--- src/rtl/fir_pkg.sv ---
// Shared definitions for the halfband FIR stages (decimator and interpolator).
//
// Contents:
//   DW, CW, AW      - sample, coefficient and accumulator widths
//   HB1_C0..HB1_C5  - halfband prototype taps h0, h2, h4, h5 in Q5.20
//                     (the Q1.20 prototype values, sign-extended to CW bits)
//   state_t         - sequencing states of the x2 interpolator
//
// The optional output saturation macro HB_INTERP_SAT_EN is consumed by
// hb_interp2; nothing in this package depends on it.
package fir_pkg;

    localparam int DW = 18;
    localparam int CW = 25;
    localparam int AW = 48;

    // 11-tap halfband: h1 = h3 = h7 = h9 = 0 and h5 = 0.5. The taps are
    // symmetric, so only h0, h2 and h4 are stored for the pre-added pairs.
    localparam logic signed [CW-1:0] HB1_C0 = 25'sh0002090;  //  8336
    localparam logic signed [CW-1:0] HB1_C2 = 25'sh1FF2158;  // -57000
    localparam logic signed [CW-1:0] HB1_C4 = 25'sh004BE38;  //  310840
    localparam logic signed [CW-1:0] HB1_C5 = 25'sh0080000;  //  524288 (0.5)

    typedef enum logic [2:0] {
        ST_IDLE = 3'd0,
        ST_MAC0 = 3'd1,
        ST_MAC1 = 3'd2,
        ST_MAC2 = 3'd3,
        ST_OUT0 = 3'd4,
        ST_OUT1 = 3'd5
    } state_t;

endpackage

--- src/rtl/hb_preadd_mac.sv ---
// Symmetric pre-add multiply-accumulate slice: acc <= (a + b) * coef + acc.
//
// Ports:
//   clk, rst  - clock, synchronous active-high reset (clears acc)
//   en        - update the accumulator this cycle
//   clr       - treat the previous accumulator as zero (first term of a sum)
//   a, b      - signed DW-bit samples forming the symmetric pair
//   coef      - signed CW-bit coefficient
//   acc_next  - combinational value the accumulator takes when en is high
module hb_preadd_mac #(
    parameter int DW = 18,
    parameter int CW = 25,
    parameter int AW = 48
) (
    input  logic                 clk,
    input  logic                 rst,
    input  logic                 en,
    input  logic                 clr,
    input  logic signed [DW-1:0] a,
    input  logic signed [DW-1:0] b,
    input  logic signed [CW-1:0] coef,
    output logic signed [AW-1:0] acc_next
);

    localparam int PW = DW + 1 + CW;

    logic signed [DW:0]   pre;
    logic signed [PW-1:0] prod;
    logic signed [AW-1:0] acc_q;
    logic signed [AW-1:0] acc_base;

    // One extra bit so the pair sum never overflows.
    assign pre  = {a[DW-1], a} + {b[DW-1], b};
    assign prod = pre * coef;

    assign acc_base = clr ? '0 : acc_q;
    assign acc_next = acc_base + {{(AW-PW){prod[PW-1]}}, prod};

    always_ff @(posedge clk) begin
        if (rst) begin
            acc_q <= '0;
        end else if (en) begin
            acc_q <= acc_next;
        end
    end

endmodule

--- src/rtl/hb_interp2.sv ---
// Halfband x2 interpolator. Every accepted input produces two outputs:
//   y0 (branch A) = 2*(h0*(x0+x5) + h2*(x1+x4) + h4*(x2+x3)), rounded half up
//   y1 (branch B) = x2 (2*h5 == 1, so no multiply is needed)
// Branch A runs on one shared pre-add MAC over three cycles.
//
// Ports:
//   clk, rst           - clock, synchronous active-high reset
//   s_valid/s_ready    - input handshake, s_data is a signed DW-bit sample
//   m_valid/m_ready    - output handshake, m_data is a signed DW-bit sample
//
// Handshakes: a transfer happens on a rising clk edge where valid and ready
// are both high. A source holding valid keeps its data stable until the
// transfer; m_valid/m_data never change while m_valid=1 and m_ready=0.
//
// Build option: define HB_INTERP_SAT_EN to clamp y0 into the DW-bit range;
// without it y0 keeps its low DW bits (two's-complement wrap).
module hb_interp2 #(
    parameter int DW = fir_pkg::DW,
    parameter int CW = fir_pkg::CW,
    parameter int AW = fir_pkg::AW
) (
    input  logic          clk,
    input  logic          rst,
    input  logic          s_valid,
    output logic          s_ready,
    input  logic [DW-1:0] s_data,
    output logic          m_valid,
    input  logic          m_ready,
    output logic [DW-1:0] m_data
);

    import fir_pkg::*;

    // acc holds y0 * 2^19 (Q1.20 coefficients with the factor of two folded in).
    localparam int RND_SHIFT = 19;
    localparam logic signed [AW-1:0] RND_HALF = AW'(longint'(1) <<< (RND_SHIFT - 1));

    state_t               state_q;
    state_t               state_d;
    logic signed [DW-1:0] x_q [6];
    logic                 s_ready_q;
    logic                 m_valid_q;
    logic [DW-1:0]        m_data_q;

    logic                 mac_en;
    logic                 mac_clr;
    logic signed [DW-1:0] mac_a;
    logic signed [DW-1:0] mac_b;
    logic signed [CW-1:0] mac_coef;
    logic signed [AW-1:0] acc_next;
    logic signed [AW-1:0] acc_rnd;
    logic signed [AW-1:0] y0_full;
    logic [DW-1:0]        y0;

    assign s_ready = s_ready_q;
    assign m_valid = m_valid_q;
    assign m_data  = m_data_q;

    always_comb begin
        state_d = state_q;
        case (state_q)
            ST_IDLE: if (s_valid) state_d = ST_MAC0;
            ST_MAC0: state_d = ST_MAC1;
            ST_MAC1: state_d = ST_MAC2;
            ST_MAC2: state_d = ST_OUT0;
            ST_OUT0: if (m_ready) state_d = ST_OUT1;
            ST_OUT1: if (m_ready) state_d = ST_IDLE;
            default: state_d = ST_IDLE;
        endcase
    end

    always_comb begin
        mac_a    = x_q[0];
        mac_b    = x_q[5];
        mac_coef = HB1_C0;
        mac_en   = 1'b0;
        mac_clr  = 1'b0;
        case (state_q)
            ST_MAC0: begin
                mac_en  = 1'b1;
                mac_clr = 1'b1;
            end
            ST_MAC1: begin
                mac_a    = x_q[1];
                mac_b    = x_q[4];
                mac_coef = HB1_C2;
                mac_en   = 1'b1;
            end
            ST_MAC2: begin
                mac_a    = x_q[2];
                mac_b    = x_q[3];
                mac_coef = HB1_C4;
                mac_en   = 1'b1;
            end
            default: ;
        endcase
    end

    hb_preadd_mac #(
        .DW(DW),
        .CW(CW),
        .AW(AW)
    ) u_mac (
        .clk      (clk),
        .rst      (rst),
        .en       (mac_en),
        .clr      (mac_clr),
        .a        (mac_a),
        .b        (mac_b),
        .coef     (mac_coef),
        .acc_next (acc_next)
    );

    // y0 is taken from the final MAC sum in the same cycle so it can be
    // registered straight into m_data when OUT0 begins.
    assign acc_rnd = acc_next + RND_HALF;
    assign y0_full = acc_rnd >>> RND_SHIFT;

`ifdef HB_INTERP_SAT_EN
    localparam logic signed [AW-1:0] OUT_MAX = AW'((longint'(1) <<< (DW - 1)) - 1);
    localparam logic signed [AW-1:0] OUT_MIN = -OUT_MAX - 1;

    always_comb begin
        if (y0_full > OUT_MAX) begin
            y0 = {1'b0, {(DW-1){1'b1}}};
        end else if (y0_full < OUT_MIN) begin
            y0 = {1'b1, {(DW-1){1'b0}}};
        end else begin
            y0 = y0_full[DW-1:0];
        end
    end
`else
    logic unused_y0_hi;
    assign unused_y0_hi = ^y0_full[AW-1:DW];
    assign y0 = y0_full[DW-1:0];
`endif

    always_ff @(posedge clk) begin
        if (rst) begin
            state_q   <= ST_IDLE;
            s_ready_q <= 1'b1;
            m_valid_q <= 1'b0;
            m_data_q  <= '0;
            for (int i = 0; i < 6; i++) begin
                x_q[i] <= '0;
            end
        end else begin
            state_q   <= state_d;
            s_ready_q <= (state_d == ST_IDLE);
            m_valid_q <= (state_d == ST_OUT0) || (state_d == ST_OUT1);
            if (state_q == ST_IDLE && s_valid) begin
                for (int i = 5; i > 0; i--) begin
                    x_q[i] <= x_q[i-1];
                end
                x_q[0] <= s_data;
            end
            if (state_q == ST_MAC2) begin
                m_data_q <= y0;
            end else if (state_q == ST_OUT0 && m_ready) begin
                m_data_q <= x_q[2];
            end
        end
    end

endmodule

--- config.mk ---
export PLATFORM = sky130hd
export DESIGN_NAME = hb_interp2
export DESIGN_NICKNAME = d
export VERILOG_FILES = /design/src/rtl/fir_pkg.sv /design/src/rtl/hb_preadd_mac.sv /design/src/rtl/hb_interp2.sv
export SDC_FILE = /design/constraint.sdc
export NUM_CORES = 1
export LEC_CHECK = 0
export CORE_MARGIN = 3
export CORE_UTILIZATION = 45
export CTS_BUF_LIST = sky130_fd_sc_hd__clkbuf_8
export DETAILED_ROUTE_END_ITERATION = 8
export SLEW_MARGIN = 40
export SYNTH_ARGS = -nofsm -noshare
export SYNTH_HDL_FRONTEND = slang
export SYNTH_SLANG_ARGS = --single-unit
--- constraint.sdc ---
create_clock -name clk -period 34.5 [get_ports clk]
set_input_delay 8.625 -clock clk [delete_from_list [all_inputs] [get_ports clk]]
set_output_delay 8.625 -clock clk [all_outputs]
set_load 0.02 [all_outputs]
**After elaboration in Yosys (flattened, before gate mapping)**

Memories as Yosys holds them, arrays and structs flattened.
Index checks and enable logic that the tools add are counted.
Widths: inputs -> output; s select.

- Add/subtract/negate cells: 3
- Multipliers: 1
- Equality and inequality tests: 7
- Muxes and demuxes: 23
- Bitwise logic cells: 6
- Reduce and logical (&&, ||, !) cells: 7

Operators with widths:

| operator | number |
|---|---|
| $mux 18 | 8 |
| $pmux 18 s2 | 2 |
| $pmux 25 s2 | 1 |
| $add 48x48->48 | 1 |
| $mux 48 | 1 |
| $mul 19x25->44 | 1 |
| $add 37x20->37 const B | 1 |
| $add 18x18->19 | 1 |
| $pmux 3 s6 | 1 |
| $eq 3x3->1 const B | 4 |
| $mux 3 | 3 |
| $mux 1 | 7 |
| $eq 3x2->1 const B | 2 |
| $logic_not 3->1 | 2 |
| $or 1x1->1 | 6 |
| $eq 3x1->1 const B | 1 |
| $reduce_or 3->1 | 1 |
| $logic_and 1x1->1 | 2 |
| $reduce_bool 2->1 | 1 |
| $logic_or 1x1->1 | 1 |

- Flip-flop bits (word level): 71
- Memory bits (writable): 108
- Input port bits: 22
- Output and inout bits: 20
- Word-level logic and storage cells: 53
- Memories kept: 1

Memories:

| memory | words | bits a word | rd ports | clocked after memory_dff | write ports | RTL line | RTL |
|---|---|---|---|---|---|---|---|
| x_q | 6 | 18 | 6 | 0 | 6 | hb_interp2.sv:40 | `logic signed [DW-1:0] x_q [6];` |

**Logic depth before layout (Yosys ltp)**

Gate-level depths: netlist (run 1).

- Word-level depth: 7
- Gate-level depth with buffers: 56
- Gate-level depth less buffers: 50

**Cells and area by module**

From an unflattened synthesis (run 1), not the netlist that was laid out.

- Cells, all modules: 3099
- Area total of the unflattened synthesis: 28462.3 µm²

Modules (own cells, without submodules):

| module | instances | cells an instance | area an instance (µm²) | sequential area each (µm²) |
|---|---|---|---|---|
| hb_preadd_mac | 1 | 2575 | 22332.7 | 960.9 |
| hb_interp2 | 1 | 524 | 6129.6 | 3703.6 |

**Worst setup path after synthesis (run 1)**

OpenSTA, ideal clock, no wires.

- Kind: input to register
- Start point: input rst
- End point: memory x_q[0][0] (enable)
- Setup time: 0.485 ns
- Arrival: 11.527 ns
- Data required time: 34.015 ns
- Path slack: 22.487 ns
- Stages on the path: 2
- Buffers on the path: 1
- Cells stage by stage: clkbuf_1 > nand2b_1

RTL lines:

| what | RTL line | RTL |
|---|---|---|
| from (decl) | hb_interp2.sv:23 | `input logic rst,` |
| to (decl) | hb_interp2.sv:40 |  |

**Worst setup path in the final report (run 1)**

- Start point: register state_q[2]
- End point: register m_data_q[15], in the netlist m_data[15]

- Longest elaborated chain between the ends: 7
- Elaborated cells between the ends (all ways): 16
- Those cells by class: add/sub (3); mul (1); eq/ne (4); mux (6); reduce/logical (2)

Ends and longest elaborated chain:

| what | RTL line | RTL |
|---|---|---|
| from (decl) | hb_interp2.sv:38 | `state_t state_q;` |
| from (signal assigned) | hb_interp2.sv:148 | `state_q <= state_d;` |
| $eq 3x2->1, on equally long branches | hb_interp2.sv:78, hb_interp2.sv:157 |  |
| $pmux 18 s2 | hb_interp2.sv:78 | `case (state_q)` |
| $add 18x18->19 | hb_preadd_mac.sv:33 | `assign pre = {a[DW-1], a} + {b[DW-1], b};` |
| $mul 19x25->44 | hb_preadd_mac.sv:34 | `assign prod = pre * coef;` |
| $add 48x48->48 | hb_preadd_mac.sv:37 | `assign acc_next = acc_base + {{(AW-PW){prod[PW-1]}}, prod};` |
| $add 37x20->37 | hb_interp2.sv:116 | `assign acc_rnd = acc_next + RND_HALF;` |
| $mux 18 | hb_interp2.sv:157 | `if (state_q == ST_MAC2) begin` |
| to (signal assigned) | hb_interp2.sv:158 | `m_data_q <= y0;` |
| to (signal assigned) | hb_interp2.sv:160 | `m_data_q <= x_q[2];` |
| to (decl) | hb_interp2.sv:43 | `logic [DW-1:0] m_data_q;` |

Several ways; a longest one is shown, not always the timed one.
A chain may end at the register's enable or synchronous reset.

==> flow_summary.json, run 1 <==
{
  "coreArea_um2": 44700,
  "rr_worst_depth": 45,
  "synthArstFlopShare": 0,
  "cts_resized": 0,
  "gp_congestion": 0.929,
  "clk_latency_ns": 0.47,
  "slew_headroom": 0.428,
  "fin_setup_tns_ns": 0,
  "yosysWarnings": 0,
  "timing.hold.ws_ns": 0.447,
  "die_h_um": 220,
  "postCtsSetupBuffers": 0,
  "numCtsBuffers": 17,
  "cts.sinks": 165,
  "io_pins": 42,
  "first_global_vias": 14700,
  "critPathCaptureType": "register",
  "crit_family": "adder cells",
  "synth_area_um2": 20600,
  "rsz0062_at_grt": "false",
  "hold_depth": 2,
  "synth_edf_count": 108,
  "synth-main-ff-cell": "edfxtp_1",
  "cp.required_ns": 34.88,
  "clk_pin_slew_ns": 0.09,
  "cts_hold_buf": 0,
  "grt_max_degree": 78,
  "hold_start": "u_mac.acc_q[15]",
  "cp_num_buf_inv": 5,
  "crit_top_cell": "fa_1",
  "ant_nets": 0,
  "critPathLaunchType": "register",
  "drc_errors": 0,
  "skew_ns": 0.0169,
  "fin_crit_sh": 0.395,
  "crit_arrival_ns": 14.00,
  "r2r_end": "m_data[15]",
  "yosysTopAreaCell": "fa_1",
  "routed_wl_mm": 50.0,
  "syn_inst": 2104,
  "cpMaxStageDelayCell": "xnor2_1",
  "final.min_clock_period_ns": 13.62,
  "die_w_um": 220,
  "critPathKind": "reg2reg",
  "fmaxAchievable_mhz": 73.4,
  "numPortBuffers": 41,
  "placed_cells": 2676,
  "ys_ff_latch": 165,
  "cts-root-buf": "clkbuf_8",
  "synth_area_leaders": "fa_1, edfxtp_1, ha_1",
  "place_hpwl_mm": 41.0,
  "antenna_found_initial": 0,
  "grt-ovfl-total": 0,
  "maxSlewViolCount": 0,
  "fin_cells": 2710,
  "max_stage_delay_ns": 0.66,
  "dr_total_vias": 14100,
  "drt-wirelength-per-cell_um": 18.4,
  "hold_path_class": "reg2reg",
  "start_util": 0.461,
  "avgSynthCellArea_um2": 9.79,
  "n_antenna_cell": 0,
  "drt-vias-per-instance": 5.19,
  "utilization": 0.491,
  "first_pass_iters": 7,
  "num-nets-final": 2604,
  "reg2reg_slack_ns": 20.88,
  "grt_use_total": 0.217,
  "die-area_um2": 48400,
  "drive_gt1_frac": 0.0449,
  "ys_types": 79,
  "setup_viol": 0,
  "htree_levels": 4,
  "status": "complete, no violations",
  "ctsLongestPathBuffers": 2,
  "finalHoldViolations": 0,
  "synth_top_cell_area_share": 0.283,
  "tightest_slew_ns": 0.852,
  "drt_iter0_markers": 822,
  "synthesis.nets": 2603,
  "cts_tree": "done",
  "std_cell_rows": 77,
  "crit_path_max_fanout": 77,
  "yosysSeqAreaShare": 0.213,
  "crit-reg2reg-launch": "state_q[2]",
  "syn2layout_area_growth_pct": 6.60,
  "cap_viol_max_count": 0,
  "grt_pass1_wl_mm": 81.2,
  "hold_path_end": "u_mac.acc_q[15]"
}
worst reg2reg max path: cells and delay by family, from the launching register on:
family / cells / cell delay, ns
AO/OA/AOI/OAI: 14 / 3.11
XOR/XNOR: 3 / 1.15
buffers and inverters: 5 / 1.18
AND/OR/NAND/NOR: 13 / 3.07
flip-flops: 1 / 0.54
adder cells (fa/ha/maj): 10 / 4.51
worst max path at each step:
stage,endpoint,slack [ns],start,depth (start not counted)
3_5_place_dp,m_data[15],21.05,state_q[2],45
3_3_place_gp,m_data[15],21.24,state_q[2],45
2_1_floorplan,x_q[0][0],22.49,rst,2
5_1_grt,m_data[15],19.95,state_q[2],46
4_1_cts,m_data[15],21.00,state_q[2],45
6_report,m_data[15],20.88,state_q[2],45
metal layers:
metal	global-route usage	up-vias	routed length, um
li1	-	6765	-
met3	0.0364	42	2450
met2	0.346	316	23100
met1	0.311	6945	23400
met5	0	-	0
met4	0.0500	0	993
cell usage after synthesis (7+ instances only):
cell type / number
a211oi_1: 35
a21o_1: 24
a21o_2: 7
a21oi_1: 99
and2_1: 116
and3_1: 7
clkbuf_1: 56
dfxtp_1: 57
edfxtp_1: 108
fa_1: 291
ha_1: 186
inv_1: 402
mux2i_1: 49
nand2_1: 156
nand2b_1: 11
nand3_1: 13
nand4_1: 8
nor2_1: 82
nor2b_1: 46
nor3_1: 17
o21a_1: 14
o21ai_0: 71
o21ai_1: 8
o21bai_1: 12
or2_2: 7
or3_1: 21
xnor2_1: 75
xor2_1: 19
metrics by stage:
stage	setup WS (ns)	instance area (um^2)
final	20.88	22000
after global routing	19.95	22000
after CTS	21.00	21900
after detailed placement	21.05	21600
after global placement	21.24	21600
after floorplan	22.49	20600
logic make-up (layout without fill, tap and decap cells):
family,after synthesis,after routing,share of synthesized area
multiplexers,49,49,0.0238
AND/OR/NAND/NOR,508,508,0.127
buffers and inverters,474,488,0.0879
adder cells (fa/ha/maj),477,477,0.396
flip-flops,165,165,0.213
XOR/XNOR,103,103,0.0474
AO/OA/AOI/OAI,328,328,0.105
area by class of cell:
class,count,area [um^2]
timing repair buffer,52,504
tap,592,741
multi-input combinational,1465,14400
clock inverter,15,130
fill,4253,22700
inverter,404,1520
clock buffer,17,234
sequential,165,4390
state kept, by name (all words and copies together) (netlist names):
name and count:
state_q 3, x_q 108, u_mac.acc_q 34, s_ready 1
m_data 18, m_valid 1
cell usage in the layout (no fill, tap or decap), drive strengths merged, types with 17 or more instances in the layout:
cell type / n
o21ai: 80
nand2: 156
edfxtp: 108
nor3: 20
fa: 291
and2: 116
mux2i: 49
xor2: 22
ha: 186
a211oi: 38
or3: 21
clkdlybuf4s50: 40
clkbuf: 17
nor2: 82
dfxtp: 57
a21o: 31
a21oi: 103
xnor2: 80
inv: 409
nor2b: 46
Power of run 1 is left out: the tool's default activity adds up to more than one toggle a clock period on the data nets, which glitch-free logic cannot reach.
==> run 2, diff against run 1 <==
clock period = 11.8 ns   (was 34.5 ns; I/O delays follow)
==> run 2 against run 1 <==
Maximum frequency is 21% higher. Global-route usage is 0.82 points higher. Cell area up 2.6%. Routed wire length is 4.7% higher. Non-clock buffer count rose by 43. Worst setup slack worse by 20 ns. Utilization rose by 1.3 points.
==> flow_summary.json, run 2 (synthesis results as in run 1) <==
{
  "status": "complete, no violations",
  "largest_reg_flops": 108,
  "hold_path_class": "reg2reg",
  "final_common_cell": "inv_1",
  "io_pins": 42,
  "num-nets-final": 2649,
  "final_cell_mix": "inv_1, fa_1, ha_1, nand2_1, and2_1",
  "fill_cells": 4184,
  "drive_gt1_frac": 0.0888,
  "finalHoldViolations": 0,
  "cts_tree": "done",
  "place_worst_setup_slack_ns": -0.231,
  "cp.required_ns": 12.19,
  "syn2layout_area_growth_pct": 9.34,
  "drt-vias-per-instance": 5.21,
  "maxSlewViolCount": 0,
  "ant_nets": 0,
  "numPortBuffers": 41,
  "fin_ws_ns": 0.534,
  "fmaxAchievable_mhz": 88.8,
  "grt_max_degree": 93,
  "drc_errors": 0,
  "first_global_vias": 15000,
  "place_hpwl_mm": 42.9,
  "critPathLaunchType": "register",
  "cts_hold_buf": 0,
  "crit_top_cell": "fa_1",
  "routed_wl_mm": 52.3,
  "grt_pass1_wl_mm": 83.7,
  "clk_latency_ns": 0.49,
  "fin_setup_tns_ns": 0,
  "critPathCaptureType": "register",
  "clk_pin_slew_ns": 0.09,
  "die_w_um": 220,
  "drt-wirelength-per-cell_um": 19.0,
  "antenna_found_initial": 0,
  "crit_path_max_fanout": 30,
  "n_antenna_cell": 0,
  "slew_headroom": 0.420,
  "rsz0062_at_grt": "true",
  "first_pass_iters": 5,
  "largest-register": "x_q",
  "gp_congestion": 0.956,
  "final.min_clock_period_ns": 11.27,
  "drt_iter0_markers": 883,
  "setup_viol": 0,
  "std_cell_rows": 77,
  "critPathKind": "reg2reg",
  "coreArea_um2": 44700,
  "max_stage_delay_ns": 0.54,
  "cts.sinks": 165,
  "skew_ns": 0.0207,
  "crit_arrival_ns": 11.65,
  "ctsLongestPathBuffers": 2,
  "die_h_um": 220,
  "numCtsBuffers": 17,
  "die-area_um2": 48400,
  "cpMaxStageDelayCell": "fa_2",
  "cts-root-buf": "clkbuf_8",
  "grt_use_total": 0.225,
  "start_util": 0.461,
  "tightest_slew_ns": 0.868,
  "cap_viol_max_count": 0,
  "grt-ovfl-total": 0,
  "htree_levels": 4,
  "fin_crit_sh": 0.955,
  "dr_total_vias": 14300
}
-- run 2: routing by layer --
layer / up-vias / track usage / wire [um]
li1: 6878 / - / -
met1: 7074 / 0.325 / 24500
met2: 341 / 0.353 / 23900
met3: 56 / 0.0390 / 2670
met4: 0 / 0.0597 / 1270
met5: - / 0 / 0
-- run 2: per-stage QoR --
stage	hold slack, ns	cell area, um^2	instances	util
floorplan	0.427	20600	2104	-
global placement	0.433	21800	2704	0.487
detailed placement	0.442	21800	2704	0.487
CTS	0.455	22200	2737	0.497
global route	0.473	22500	2755	0.504
finish	0.451	22500	2755	0.504
-- run 2: critical path: cells and delay by family, from the launching register on --
| kind | cells | cell delay (ns) |
|---|---|---|
| fa+ha+maj | 10 | 4.44 |
| compound gates | 15 | 3.29 |
| xor+xnor | 4 | 0.60 |
| simple gates | 6 | 1.40 |
| mux | 1 | 0.10 |
| flops | 1 | 0.46 |
| buf+inv | 7 | 0.86 |
-- run 2: path summary, 6_finish.rpt --
| kind | start | end | slack, ns | cells after the start |
|---|---|---|---|---|
| min | u_mac.acc_q[7] | u_mac.acc_q[7] | 0.45 | 2 |
| max reg2reg | state_q[0] | m_data[17] | 0.53 | 43 |
| max | state_q[0] | m_data[17] | 0.53 | 43 |
| min reg2reg | u_mac.acc_q[7] | u_mac.acc_q[7] | 0.45 | 2 |
-- run 2: layout make-up --
type	instances	area, um^2	share of cell area
tap	592	741	0.0329
timing repair buffer	95	838	0.0372
multi-input combinational	1467	14700	0.651
sequential	165	4390	0.195
inverter	404	1520	0.0673
clock buffer	17	234	0.0104
clock inverter	15	138	0.00611
-- run 2: timing repair --
| action | in CTS | in global routing |
|---|---|---|
| setup endpoints to repair | 7 | 17 |
| pin swaps | 0 | 7 |
| cloned | 0 | 2 |
| gates resized for setup | 8 | 57 |
| buffers inserted | 1 | 16 |
Power of run 2 is left out for the same reason.
==> run 3, diff against run 2 <==
CELL_PAD_IN_SITES_DETAIL_PLACEMENT = 1   (was default)
CELL_PAD_IN_SITES_GLOBAL_PLACEMENT = 1   (was default)
PLACE_DENSITY_LB_ADDON = 0.1   (was default)
TNS_END_PERCENT = 20   (was default)
==> run 3 against run 2 <==
Hold slack worse by 0.0027 ns. Global-route usage up 2.2 points. Critical path depth down 5.
==> flow_summary.json, run 3 (synthesis results as in run 1) <==
{
  "setup_viol": 0,
  "final.min_clock_period_ns": 11.27,
  "syn2layout_area_growth_pct": 11.0,
  "start_util": 0.461,
  "met1_usage": 0.363,
  "gp_congestion": 0.924,
  "maxSlewViolCount": 0,
  "grt-busiest-layer": "met2",
  "fin_crit_sh": 0.955,
  "place_hpwl_mm": 47.6,
  "coreArea_um2": 44700,
  "first_global_vias": 16200,
  "drc_errors": 0,
  "r2r_end": "m_data[17]",
  "skew_ns": 0.0126,
  "use_met2": 0.401,
  "final_common_cell": "inv_1",
  "crit_path_max_fanout": 34,
  "final_cell_mix": "inv_1, fa_1, ha_1, nand2_1, and2_1",
  "cts.sinks": 165,
  "largest-register": "x_q",
  "seq_area_um2": 4390,
  "clk_latency_ns": 0.49,
  "fin_ws_ns": 0.527,
  "tightest_slew_ns": 0.734,
  "fin_setup_tns_ns": 0,
  "die_w_um": 220,
  "crit_arrival_ns": 11.67,
  "place_worst_setup_slack_ns": -0.250,
  "grt_pass1_wl_mm": 92.0,
  "cap_viol_max_count": 0,
  "antenna_found_initial": 0,
  "cts-root-buf": "clkbuf_8",
  "grt-ovfl-total": 0,
  "ctsLongestPathBuffers": 2,
  "grt_use_total": 0.247,
  "max_stage_delay_ns": 0.55,
  "crit-reg2reg-launch": "state_q[2]",
  "drt-wirelength-per-cell_um": 20.7,
  "largest_reg_flops": 108,
  "multi_input_area_um2": 14600,
  "clk_pin_slew_ns": 0.08,
  "crit_family": "adder cells",
  "drive_gt1_frac": 0.103,
  "die-area_um2": 48400,
  "critPathCaptureType": "register",
  "ant_nets": 0,
  "io_pins": 42,
  "cp_num_buf_inv": 3,
  "cts_tree": "done",
  "hold_path_class": "reg2reg",
  "reg2reg_slack_ns": 0.53,
  "drt-vias-per-instance": 5.28,
  "critPathKind": "reg2reg",
  "htree_levels": 4,
  "status": "complete, no violations",
  "cp.depth": 38,
  "grt_max_degree": 109,
  "drt_iter0_markers": 797,
  "first_pass_iters": 4,
  "num-nets-final": 2691,
  "slew_headroom": 0.511,
  "fill_cells": 5065,
  "finalHoldViolations": 0,
  "rr_worst_depth": 38,
  "met3_usage": 0.0237,
  "crit_top_cell": "fa_1",
  "critPathCapture": "m_data[17]",
  "cpMaxStageDelayCell": "fa_1",
  "cp.required_ns": 12.19,
  "routed_wl_mm": 57.8,
  "numCtsBuffers": 17,
  "std_cell_rows": 77,
  "dr_total_vias": 14800,
  "fmaxAchievable_mhz": 88.7,
  "numPortBuffers": 41,
  "die_h_um": 220,
  "worstSetupStartpoint": "state_q[2]",
  "critPathLaunchType": "register"
}
## run 3: changes by cell type in the layout (fill, tap and decap cells not counted), sizes merged, moves of 2 or more
| cell | change |
|---|---|
| buf | +42 |
| nand2b | -2 |
| clkinv | +2 |
| inv | -2 |
| clkinvlp | -2 |
| clkbuf | +3 |
## run 3: how the worst min path moves through the flow
stage	start	to	slack (ns)	cells past startpoint
after global placement	u_mac.acc_q[6]	u_mac.acc_q[6]	0.43	2
after floorplan	u_mac.acc_q[10]	u_mac.acc_q[10]	0.43	2
after detailed placement	u_mac.acc_q[14]	u_mac.acc_q[14]	0.44	2
after global routing	u_mac.acc_q[23]	u_mac.acc_q[23]	0.47	2
final	u_mac.acc_q[14]	u_mac.acc_q[14]	0.45	2
after CTS	u_mac.acc_q[14]	u_mac.acc_q[14]	0.45	2
## run 3: cell type report
type / count / share of cell area
antenna: 1 / 0.000109
clock buffer: 18 / 0.0108
clock inverter: 14 / 0.00503
multi-input combinational: 1465 / 0.640
sequential: 165 / 0.192
timing repair buffer: 139 / 0.0535
inverter: 404 / 0.0663
tap: 592 / 0.0324
## run 3: layer usage
layer	vias up	wire length, um
li1	6946	-
met5	-	0
met1	7611	28200
met3	40	1590
met2	190	27300
met4	0	757
## run 3: repair_timing
item	in CTS	in global routing
gates cloned	0	2
resized for setup	6	57
endpoints found under the setup margin	3	18
pin swaps	0	12
hold buffers	0	0
buffers inserted	0	12
## run 3: tightest hold or removal path, delay by kind of cell, from the launching register on
kind | cells | cell delay (ns)
flip-flops | 1 | 0.31
AND/OR/NAND/NOR | 1 | 0.05
AO/OA/AOI/OAI | 1 | 0.05
## run 3: through the flow
step,instances,util,hold slack [ns],area [um^2]
global route,2797,0.512,0.472,22900
CTS,2783,0.504,0.454,22500
detailed placement,2751,0.496,0.442,22200
floorplan,2104,-,0.427,20600
global placement,2751,0.495,0.433,22100
finish,2798,0.512,0.448,22900
Power of run 3 is left out for the same reason.
